<file path="config.mk">
export PLATFORM = sky130hd
export DESIGN_NAME = vga_timing_gen
export DESIGN_NICKNAME = d
export VERILOG_FILES = /design/src/rtl/vga_timing_gen.sv
export SDC_FILE = /design/constraint.sdc
export NUM_CORES = 1
export LEC_CHECK = 0
export CAP_MARGIN = 40
export CORE_MARGIN = 2
export CORE_UTILIZATION = 24
export CTS_CLUSTER_SIZE = 30
export DETAILED_ROUTE_END_ITERATION = 8
export PLACE_DENSITY = 0.52
export REMOVE_ABC_BUFFERS = 1
export SLEW_MARGIN = 15
export SYNTH_ARGS = -nofsm -noshare
export SYNTH_HDL_FRONTEND = slang
export SYNTH_SLANG_ARGS = --single-unit
</file>
<file path="constraint.sdc">
create_clock -name pixel_clk -period 3.7 [get_ports pixel_clk]
set_input_delay 0.74 -clock pixel_clk [delete_from_list [all_inputs] [get_ports pixel_clk]]
set_output_delay 0.74 -clock pixel_clk [all_outputs]
set_load 0.02 [all_outputs]
</file>
<file path="src/rtl/vga_timing_gen.sv">
// -----------------------------------------------------------------------------
// vga_timing_gen
//   Parametrised VGA raster timing generator for the pixel_clk domain.
//   A horizontal/vertical counter pair walks the full raster; the decoded
//   sync, active and start-of-line/frame flags are delayed by PIPE_DLY
//   register stages so they line up with a downstream pixel generator.
//   x/y are the raw counters with no delay.
//
//   Optional feature macro: VGA_TIMING_FRAME_CNT_EN
//     defined   -> 16-bit completed-frame counter on frame_count
//     undefined -> frame_count tied to 16'h0000
// -----------------------------------------------------------------------------
module vga_timing_gen #(
  parameter int H_ACTIVE  = 640,
  parameter int H_FP      = 16,
  parameter int H_SYNC    = 96,
  parameter int H_BP      = 48,
  parameter int V_ACTIVE  = 480,
  parameter int V_FP      = 10,
  parameter int V_SYNC    = 2,
  parameter int V_BP      = 33,
  parameter bit HSYNC_POL = 1'b0,
  parameter bit VSYNC_POL = 1'b0,
  parameter int CNT_W     = 10,
  parameter int PIPE_DLY  = 1
) (
  input  logic             pixel_clk,
  input  logic             reset,
  input  logic             run,
  output logic [CNT_W-1:0] x,
  output logic [CNT_W-1:0] y,
  output logic             hsync,
  output logic             vsync,
  output logic             active,
  output logic             line_start,
  output logic             frame_start,
  output logic [15:0]      frame_count
);

  // ---------------------------------------------------------------------------
  // Derived raster geometry
  // ---------------------------------------------------------------------------
  localparam int H_TOTAL = H_ACTIVE + H_FP + H_SYNC + H_BP;
  localparam int V_TOTAL = V_ACTIVE + V_FP + V_SYNC + V_BP;

  // ---------------------------------------------------------------------------
  // Elaboration-time parameter legality
  // ---------------------------------------------------------------------------
  if (CNT_W < 1 || CNT_W > 32) begin : g_err_cnt_w
    $fatal(1, "vga_timing_gen: CNT_W must be in 1..32");
  end
  if (PIPE_DLY < 1 || PIPE_DLY > 8) begin : g_err_pipe_dly
    $fatal(1, "vga_timing_gen: PIPE_DLY must be in 1..8");
  end
  if (H_ACTIVE < 1 || H_SYNC < 1 || H_FP < 0 || H_BP < 0) begin : g_err_h_geom
    $fatal(1, "vga_timing_gen: illegal horizontal timing parameters");
  end
  if (V_ACTIVE < 1 || V_SYNC < 1 || V_FP < 0 || V_BP < 0) begin : g_err_v_geom
    $fatal(1, "vga_timing_gen: illegal vertical timing parameters");
  end
  if (longint'(H_TOTAL) > (longint'(1) << CNT_W) ||
      longint'(V_TOTAL) > (longint'(1) << CNT_W)) begin : g_err_cnt_range
    $fatal(1, "vga_timing_gen: CNT_W too narrow for the raster totals");
  end

  // Compare constants, all CNT_W wide so every comparison is unsigned.
  localparam logic [CNT_W-1:0] H_LAST     = CNT_W'(H_TOTAL - 1);
  localparam logic [CNT_W-1:0] V_LAST     = CNT_W'(V_TOTAL - 1);
  localparam logic [CNT_W-1:0] H_VIS      = CNT_W'(H_ACTIVE);
  localparam logic [CNT_W-1:0] V_VIS      = CNT_W'(V_ACTIVE);
  localparam logic [CNT_W-1:0] HS_FIRST   = CNT_W'(H_ACTIVE + H_FP);
  localparam logic [CNT_W-1:0] HS_LAST    = CNT_W'(H_ACTIVE + H_FP + H_SYNC - 1);
  localparam logic [CNT_W-1:0] VS_FIRST   = CNT_W'(V_ACTIVE + V_FP);
  localparam logic [CNT_W-1:0] VS_LAST    = CNT_W'(V_ACTIVE + V_FP + V_SYNC - 1);

  // One pipeline stage worth of decoded raster flags (all active-high).
  typedef struct packed {
    logic hs;
    logic vs;
    logic act;
    logic ls;
    logic fs;
  } flags_t;

  logic [CNT_W-1:0] r_h_cnt;
  logic [CNT_W-1:0] r_v_cnt;
  logic             w_h_last;
  logic             w_v_last;
  logic             w_frame_wrap;
  flags_t           w_raw;
  flags_t           w_out;
  flags_t           r_pipe [PIPE_DLY];

  assign w_h_last     = (r_h_cnt == H_LAST);
  assign w_v_last     = (r_v_cnt == V_LAST);
  // End-of-frame position; frame_count advances on this edge even if run
  // is dropping at the same moment.
  assign w_frame_wrap = w_h_last && w_v_last;

  // Raster counters: advance while run is high, park at 0 while it is low.
  always_ff @(posedge pixel_clk or posedge reset) begin
    // NOTE: state registers use non-blocking assignments so every register
    // samples pre-edge values; blocking here would create order-dependent races.
    if (reset) begin
      r_h_cnt <= '0;
      r_v_cnt <= '0;
    end else if (!run) begin
      r_h_cnt <= '0;
      r_v_cnt <= '0;
    end else if (w_h_last) begin
      r_h_cnt <= '0;
      r_v_cnt <= w_v_last ? '0 : r_v_cnt + 1'b1;
    end else begin
      r_h_cnt <= r_h_cnt + 1'b1;
    end
  end

  // Decode the current counter position; forced inactive while stopped.
  always_comb begin
    // NOTE: default every field first so no path leaves a flag unassigned,
    // which would otherwise infer a latch.
    w_raw = '0;
    if (run) begin
      w_raw.hs  = (r_h_cnt >= HS_FIRST) && (r_h_cnt <= HS_LAST);
      w_raw.vs  = (r_v_cnt >= VS_FIRST) && (r_v_cnt <= VS_LAST);
      w_raw.act = (r_h_cnt < H_VIS) && (r_v_cnt < V_VIS);
      w_raw.ls  = (r_h_cnt == '0);
      w_raw.fs  = (r_h_cnt == '0) && (r_v_cnt == '0);
    end
  end

  // Alignment delay line: PIPE_DLY stages of decoded flags.
  always_ff @(posedge pixel_clk or posedge reset) begin
    if (reset) begin
      // NOTE: every stage is reset (not just the last) because any stale
      // stage would emerge on the outputs after reset release.
      for (int i = 0; i < PIPE_DLY; i++) begin
        r_pipe[i] <= '0;
      end
    end else begin
      r_pipe[0] <= w_raw;
      for (int i = 1; i < PIPE_DLY; i++) begin
        r_pipe[i] <= r_pipe[i-1];
      end
    end
  end

  assign w_out       = r_pipe[PIPE_DLY-1];
  assign hsync       = w_out.hs ? HSYNC_POL : !HSYNC_POL;
  assign vsync       = w_out.vs ? VSYNC_POL : !VSYNC_POL;
  assign active      = w_out.act;
  assign line_start  = w_out.ls;
  assign frame_start = w_out.fs;
  assign x           = r_h_cnt;
  assign y           = r_v_cnt;

`ifdef VGA_TIMING_FRAME_CNT_EN
  logic [15:0] r_frame_cnt;

  // Completed-frame counter, wraps modulo 2^16.
  always_ff @(posedge pixel_clk or posedge reset) begin
    if (reset) begin
      r_frame_cnt <= '0;
    end else if (w_frame_wrap) begin
      r_frame_cnt <= r_frame_cnt + 16'd1;
    end
  end

  assign frame_count = r_frame_cnt;
`else
  logic w_unused_wrap;
  assign w_unused_wrap = w_frame_wrap;
  assign frame_count   = 16'h0000;
`endif

endmodule

</file>
# Word level (Yosys, flattened, before mapping)
# Index checks and enable logic that the tools add are counted.
# word_totals
register_bits	25
out_inout_bits	41
elab_cells	32
# classes
n_addsub	2
reduce_logical	6
muxes	8
n_lt_le_gt_ge	6
eq_ne	3
# op_table
cell	n
10-bit 2-to-1 mux	5
10-bit by 1-bit adder with 10-bit output (second input constant)	2
10-bit == test (second input constant)	2
10-bit logical NOT	2
10-bit >= comparator (second input constant)	1
10-bit by 9-bit >= comparator with 1-bit output (second input constant)	1
10-bit less-or-equal comparator (second input constant)	1
10-bit by 9-bit less-or-equal comparator with 1-bit output (second input constant)	1
10-bit less-than comparator (second input constant)	1
10-bit by 9-bit less-than comparator with 1-bit output (second input constant)	1
5-bit 2-to-1 mux	1
1-bit logical AND	4
1-bit 2-to-1 mux	2
2-bit by 1-bit inequality test with 1-bit output (second input constant)	1

# Depth between registers and ports, before layout
# logic_depth
depth_word	4
mapped_depth	6
depth_no_buf	6

# Least setup slack after synthesis
# No wires, ideal clock.
# synth_path
path_kind	reg-to-reg
from	register r_h_cnt[0] (netlist: x[0])
to	register r_v_cnt[8] (netlist: y[8])
stages_incl_launch_ff	6
arrival_time_ns	1.797
synth_period_minus_slack_ns	1.875
n_path_buf	0
setup_slack_ns	1.825
path_cell_list	dfrtp_1 -> ha_1 -> nand3_1 -> o31a_1 -> or4_1 -> a21oi_1
# synth_between
elab_chain_cells	2
# synth_lines
item	line	source
start: declaration	85	logic [CNT_W-1:0] r_h_cnt;
start signal: assignment	114	r_h_cnt <= r_h_cnt + 1'b1;
10-bit == test	94	assign w_h_last = (r_h_cnt == H_LAST);
2-bit by 1-bit inequality test with 1-bit output (no source line)	-	
end signal: assignment	112	r_v_cnt <= w_v_last ? '0 : r_v_cnt + 1'b1;
end: declaration	86	logic [CNT_W-1:0] r_v_cnt;
# Every way passes these cells.
# A chain may end at the register's enable or synchronous reset.

# Worst setup path in the final report
# layout_path
from	input run
to	register r_v_cnt[8] (netlist: y[8])
# layout_between
elab_chain_cells	1
# layout_lines
item	line	source
start: declaration	29	input logic run,
2-bit by 1-bit inequality test with 1-bit output (no source line) / 10-bit 2-to-1 mux (equally long branches)	-	
# Parallel ways exist; a longest one is shown, timed or not.

==> results.sh <==
export IMPL_tns_ns=0
export IMPL_r2r_slack_ns=1.55
export IMPL_startpoint="run"
export IMPL_antenna_found_initial=0
export IMPL_cts_tree="yes"
export IMPL_fill_cells=604
export IMPL_design_area_sq_um=1797
export IMPL_synth_cells=155
export IMPL_worstSkewPairLatency_ns=0.26
export IMPL_worstPathCellList="clkdlybuf4s50_1 > o31a_1 > or4_1 > a21oi_1"
export IMPL_fin_util=0.3071
export IMPL_cp_depth=4
export IMPL_seq_power_share=0.560
export IMPL_finClkSkew_ns=0.001496
export IMPL_fin_crit_sh=0.6122
export IMPL_max_slew_worst_pin_slew_ns=0.5389
export IMPL_drt_wirelength_per_cell_microns=12.29
export IMPL_ys_warn_count=0
export IMPL_synth_compound_area_frac=0.08996
export IMPL_die_h_microns=81.26
export IMPL_ys_seq_area_frac=0.4367
export IMPL_synthMuxAreaShare=0
export IMPL_synth_xor_area_share=0.04891
export IMPL_status="completed"
export IMPL_initialDrtViolationCount=173
export IMPL_rsz0062_at_grt="false"
export IMPL_postCtsHoldBufs=0
export IMPL_crit_path_max_fanout=15
export IMPL_crit_type="input pin to register"
export IMPL_drcViolationCount=0
export IMPL_routed_via_count=1162
export IMPL_p_sw_w=0.0001303
export IMPL_place_gp_congestion=0.7393
export IMPL_syn_to_final_growth_pct=25.41
export IMPL_synth_top_area_frac=0.4367
export IMPL_p_int_w=0.0003749
export IMPL_drv_slew=0
export IMPL_dp_cells=255
export IMPL_portBuffers=27
export IMPL_hpwl_mm=2.292
export IMPL_dieArea_sq_um=6603
export IMPL_crit_arrival_ns=2.45
export IMPL_critPathRequiredTime_ns=3.89
export IMPL_yosys_area_share_adder=0.04367
export IMPL_firstDrtPassIters=4
export IMPL_p_comb_frac=0.117
export IMPL_num_antenna_cells=0
export IMPL_grt_usage=0.1024
export IMPL_cts_setup_buffers=0
export IMPL_nets=193
export IMPL_fmax_mhz=441.5
export IMPL_synth_area_top_cells="dfrtp_1 (44%), buf_4 (8.4%), ha_1 (4.4%)"
export IMPL_cts_root_buf="clkbuf_8"
export IMPL_synthDistinctLibCells=34
export IMPL_cts_made_buffers=3
export IMPL_endpoint_kind="register"
export IMPL_worst_path_buf_inv=1
export IMPL_grt_pass1_vias=1057
export IMPL_p_clk_frac=0.323
export IMPL_regToRegStartpoint="y[0]"
export IMPL_num_rows=28
export IMPL_clk_pin_slew_worst_paths_ns=0.09
export IMPL_min_period_ns=2.265
export IMPL_grt_start_max_net_pins=18
export IMPL_relSlewSlack=0.6384
export IMPL_hold_path_class="register to register"
export IMPL_finalWirelength_mm=3.182
export IMPL_ys_ff_latch=25
export IMPL_timing_rr_end="y[2]"
export IMPL_final_common_cell="clkdlybuf4s50_1"
export IMPL_clock_sinks=25
export IMPL_crit_path_end="y[8]"
export IMPL_whs_ns=0.5446
export IMPL_placed_cell_area_sq_um=1752
export IMPL_pin_count=44
export IMPL_gr_total_overflow=0
export IMPL_initial_core_util=0.2449
export IMPL_worstSetupStartpointType="input pin"
export IMPL_syn_area_per_cell_sq_um=9.243
export IMPL_synth_simple_area_share=0.2672
export IMPL_ant_nets=0
export IMPL_htree_levels=1
export IMPL_drive_gt1_frac=0.04891
export IMPL_switching_share=0.2580
export IMPL_syn_area_sq_um=1433
export IMPL_peakVddDrop_mv=0.1071
export IMPL_seqCellArea_sq_um=625.6
export IMPL_yosysTopAreaCell="dfrtp_1"
export IMPL_setup_viol=0
export IMPL_cts_resized_gates=0
export IMPL_leakagePower_nw=0.7256
export IMPL_routed_via_density=4.486
export IMPL_die_x_microns=81.26
export IMPL_layout_common_cells="clkdlybuf4s50_1 (27), dfrtp_1 (25), conb_1 (16)"
export IMPL_synth_top_family_by_area="simple AND/OR/NAND/NOR gates"
export IMPL_grt_pass1_wl_mm=5.340
export IMPL_maxCapViolCount=0
export IMPL_p_per_area_nw_per_um2=281.2
export IMPL_worst_path_max_delay_cell="clkdlybuf4s50_1"
export IMPL_cts_max_path_buffers=2
export IMPL_crit_family="buffers and inverters"
export IMPL_finalHoldViolations=0
export IMPL_coreArea_sq_um=5851
export IMPL_final_cell_count_no_fill=259
export IMPL_multiInputGateArea_sq_um=704.4
export IMPL_ff2ff_path_depth=6
export IMPL_cpPeakStageDelay_ns=0.64
flip-flops by register name, indices dropped and copies added, names as in the netlist:
name and cells:
r_pipe 2, active 1, frame_start 1, y 10, x 10, line_start 1
Yosys cell counts:
master / instances
ha_1: 5
inv_1: 8
nor4b_1: 2
o31a_1: 2
xor2_1: 7
o2111ai_1: 1
nand3_1: 10
and4b_1: 2
o211ai_1: 1
clkbuf_1: 1
nand4b_1: 1
o31ai_1: 1
dfrtp_1: 25
or3_2: 5
nor3_1: 4
a21oi_1: 6
and3_1: 3
nand2b_1: 1
o21ai_0: 9
buf_2: 1
conb_1: 1
buf_4: 16
o21ai_1: 1
a21boi_0: 1
nand4_1: 4
or4_1: 1
nand2_1: 14
nor2_1: 9
nor4_1: 4
and2_1: 4
or3_1: 1
xnor2_1: 1
nand4bb_1: 1
and4_1: 2
final cells by class:
type,count,area share
tap,75,0.05223
sequential,25,0.3482
clock buffer,4,0.02507
inverter,8,0.01671
multi-input combinational,119,0.3921
timing repair buffer,28,0.1657
cell families after synthesis:
group,count (synthesis)
simple gates,68
compound gates,22
xor+xnor,8
buf+inv,26
fa+ha+maj,5
other cells,1
flops,25
power groups by stage:
| stage | sequential (W) | combinational (W) | clock (W) |
|---|---|---|---|
| after floorplan | 0.000295 | 0.0000289 | 0 |
| final | 0.000283 | 0.0000593 | 0.000163 |
| after CTS | 0.000283 | 0.0000598 | 0.000171 |
| after global placement | 0.000288 | 0.0000556 | 0 |
| after detailed placement | 0.000289 | 0.0000590 | 0 |
| after global routing | 0.000284 | 0.0000659 | 0.000181 |
worst min path at each step:
stage	start	to	slack, ns	cells past startpoint
2_1_floorplan	x[0]	x[0]	0.61	1
3_3_place_gp	x[0]	x[0]	0.54	1
3_5_place_dp	x[0]	x[0]	0.55	1
4_1_cts	x[0]	x[0]	0.55	1
5_1_grt	x[0]	x[0]	0.58	1
6_report	x[0]	x[0]	0.54	1
stage by stage:
step / setup WS [ns] / total power [W]
6_report: 1.435 / 0.0005052
5_1_grt: 1.297 / 0.0005314
4_1_cts: 1.456 / 0.0005136
3_5_place_dp: 1.193 / 0.0003476
3_3_place_gp: 1.242 / 0.0003440
2_1_floorplan: 1.734 / 0.0003235
layer usage:
metal	vias up	global-route usage	wire, microns
met5	-	0	0
met1	554	0.1432	1531
met2	27	0.1615	1525
met4	0	0.04068	38
li1	579	-	-
met3	2	0.01000	86
No activity file was read; power rests on OpenSTA's default activity.
==> edit: new RTL, config.mk and constraints unchanged <==
Put a register stage on the outputs `hsync`, `vsync`, `active`, `line_start` and `frame_start`. The values now appear one clock later. The other outputs are not delayed to match.
--- a/src/rtl/vga_timing_gen.sv
+++ b/src/rtl/vga_timing_gen.sv
@@ -148,7 +148,9 @@
   assign w_out       = r_pipe[PIPE_DLY-1];
-  assign hsync       = w_out.hs ? HSYNC_POL : !HSYNC_POL;
-  assign vsync       = w_out.vs ? VSYNC_POL : !VSYNC_POL;
-  assign active      = w_out.act;
-  assign line_start  = w_out.ls;
-  assign frame_start = w_out.fs;
+  always_ff @(posedge pixel_clk) begin
+    hsync       <= w_out.hs ? HSYNC_POL : !HSYNC_POL;
+    vsync       <= w_out.vs ? VSYNC_POL : !VSYNC_POL;
+    active      <= w_out.act;
+    line_start  <= w_out.ls;
+    frame_start <= w_out.fs;
+  end
   assign x           = r_h_cnt;
Check against the original RTL: not equivalent (a bounded check fails within 4 cycles, from zero or initial values and one cycle with reset high).
==> edit against the original RTL <==
Worst setup slack improved by 0.040 ns. Critical endpoint unchanged. Power increased by 43%. Area after synthesis increased by 7.0%. Wire length increased by 5.5%. Die area increased by 6.6%. Global-route usage increased by 0.064 points. Sequential cell count increased by 5. Final area increased by 9.3%.
==> edit: results (changes against the original RTL) <==
place:
  gp_congestion: 0.846  # +14%
  io_buffers: 27  # unchanged
  dp_hpwl_mm: 2.40  # +4.6%
  dpl_cell_area_um2: 1850  # +5.9%
  pre_cts_slack_ns: 1.21  # +0.0141 ns
  post-place-cells: 262  # +2.7%
yosys:
  yosysUniqueCellTypes: 35  # +2.9%
  async_reset_ff_frac: 0.833  # -0.167
  synth_area_leaders: "dfrtp_1 (41%), buf_4 (7.8%), dfxtp_1 (6.5%)"
  ys_seq_area_frac: 0.473  # +0.0368
  synthCells: 160  # +3.2%
  synth_warnings: 0  # unchanged
grt:
  grt_max_degree: 16  # -2
  grt_pass1_wl_mm: 5.82  # +9.0%
  track_usage: 0.103  # +0.000642
cells_and_area:
  nNetsFinal: 200  # +3.6%
  layout-drive-gt1-share: 0.0725  # +0.0236
run_status:
  status: "completed"
route:
  viasPerCell: 4.50  # +0.22%
  vias: 1214  # +4.5%
  drtPass1Iterations: 4  # unchanged
  drt_iter0_markers: 109  # -37%
  wl_mm: 3.36  # +5.5%
timing:
  clock_skew_ns: 0.00931  # +0.00782 ns
  slew_viol_final: 0  # unchanged
  worst_pin_slew_ns: 0.506  # -0.0325 ns
  hold_slack_ns: 0.351  # -0.194 ns
critical_path:
  regToRegStartpoint: "x[0]"
  rr_endpoint: "y[8]"
  worstPathArrival_ns: 2.43  # -0.02 ns
  r2r_cells: 5  # -1
  rrSetupSlack_ns: 1.63  # +0.08 ns
clock_network:
  htreeDepth: 2  # +1
  cts.clk_slew.worst_paths_ns: 0.06  # -0.03 ns
  cts_made_buffers: 5  # +2
  clk_latency_ns: 0.29  # +0.03 ns
pwr:
  p_leak_nw: 0.802  # +11%
  peakVddDrop_mv: 0.143  # +33%
worst_hold_path:
  hold_path_end: "line_start"
  hp-start: "r_pipe[1]"
  holdPathStages: 0  # -1
-- edit: changes by cell type after synthesis, sizes merged --
| cell | unedited run | this run |
|---|---|---|
| dfxtp | 0 | 5 |
-- edit: layout make-up --
type,instances,area [um^2]
clock buffer,5,68.8
clock inverter,3,40.0
fill,660,4310
inverter,8,30.0
multi-input combinational,119,704
sequential,30,726
tap,77,96.3
timing repair buffer,28,298
-- edit: cell families after synthesis --
family,Yosys count,synth area share
AO/OA/AOI/OAI,22,0.0841
other,1,0.00245
AND/OR/NAND/NOR,68,0.250
XOR/XNOR,8,0.0457
adder cells (fa/ha/maj),5,0.0408
flip-flops,30,0.473
buffers and inverters,26,0.104
-- edit: power by group --
| group | total (mW) | internal, mW | switching (mW) | leakage (nW) |
|---|---|---|---|---|
| clock | 0.324 | 0.198 | 0.126 | 0.0579 |
| sequential | 0.341 | 0.335 | 0.00594 | 0.384 |
| combinational | 0.0590 | 0.0195 | 0.0395 | 0.360 |
-- edit: how the worst max path moves through the flow --
stage / startpoint / end / slack (ns)
4_1_cts: x[4] / x[4] / 1.49
3_5_place_dp: run / y[8] / 1.21
2_1_floorplan: x[0] / y[8] / 1.73
6_report: run / y[8] / 1.48
3_3_place_gp: run / y[8] / 1.21
5_1_grt: run / y[8] / 1.35
-- edit: critical path: stages --
cell and delay, ns:
clkdlybuf4s50_1 0.64, o31a_1 0.36, or4_1 0.54, a21oi_1 0.14
-- edit: metal layers --
layer,wire [um],track usage
met1,1610,0.135
met2,1510,0.153
met3,186,0.0366
met4,57,0.0440
met5,0,0
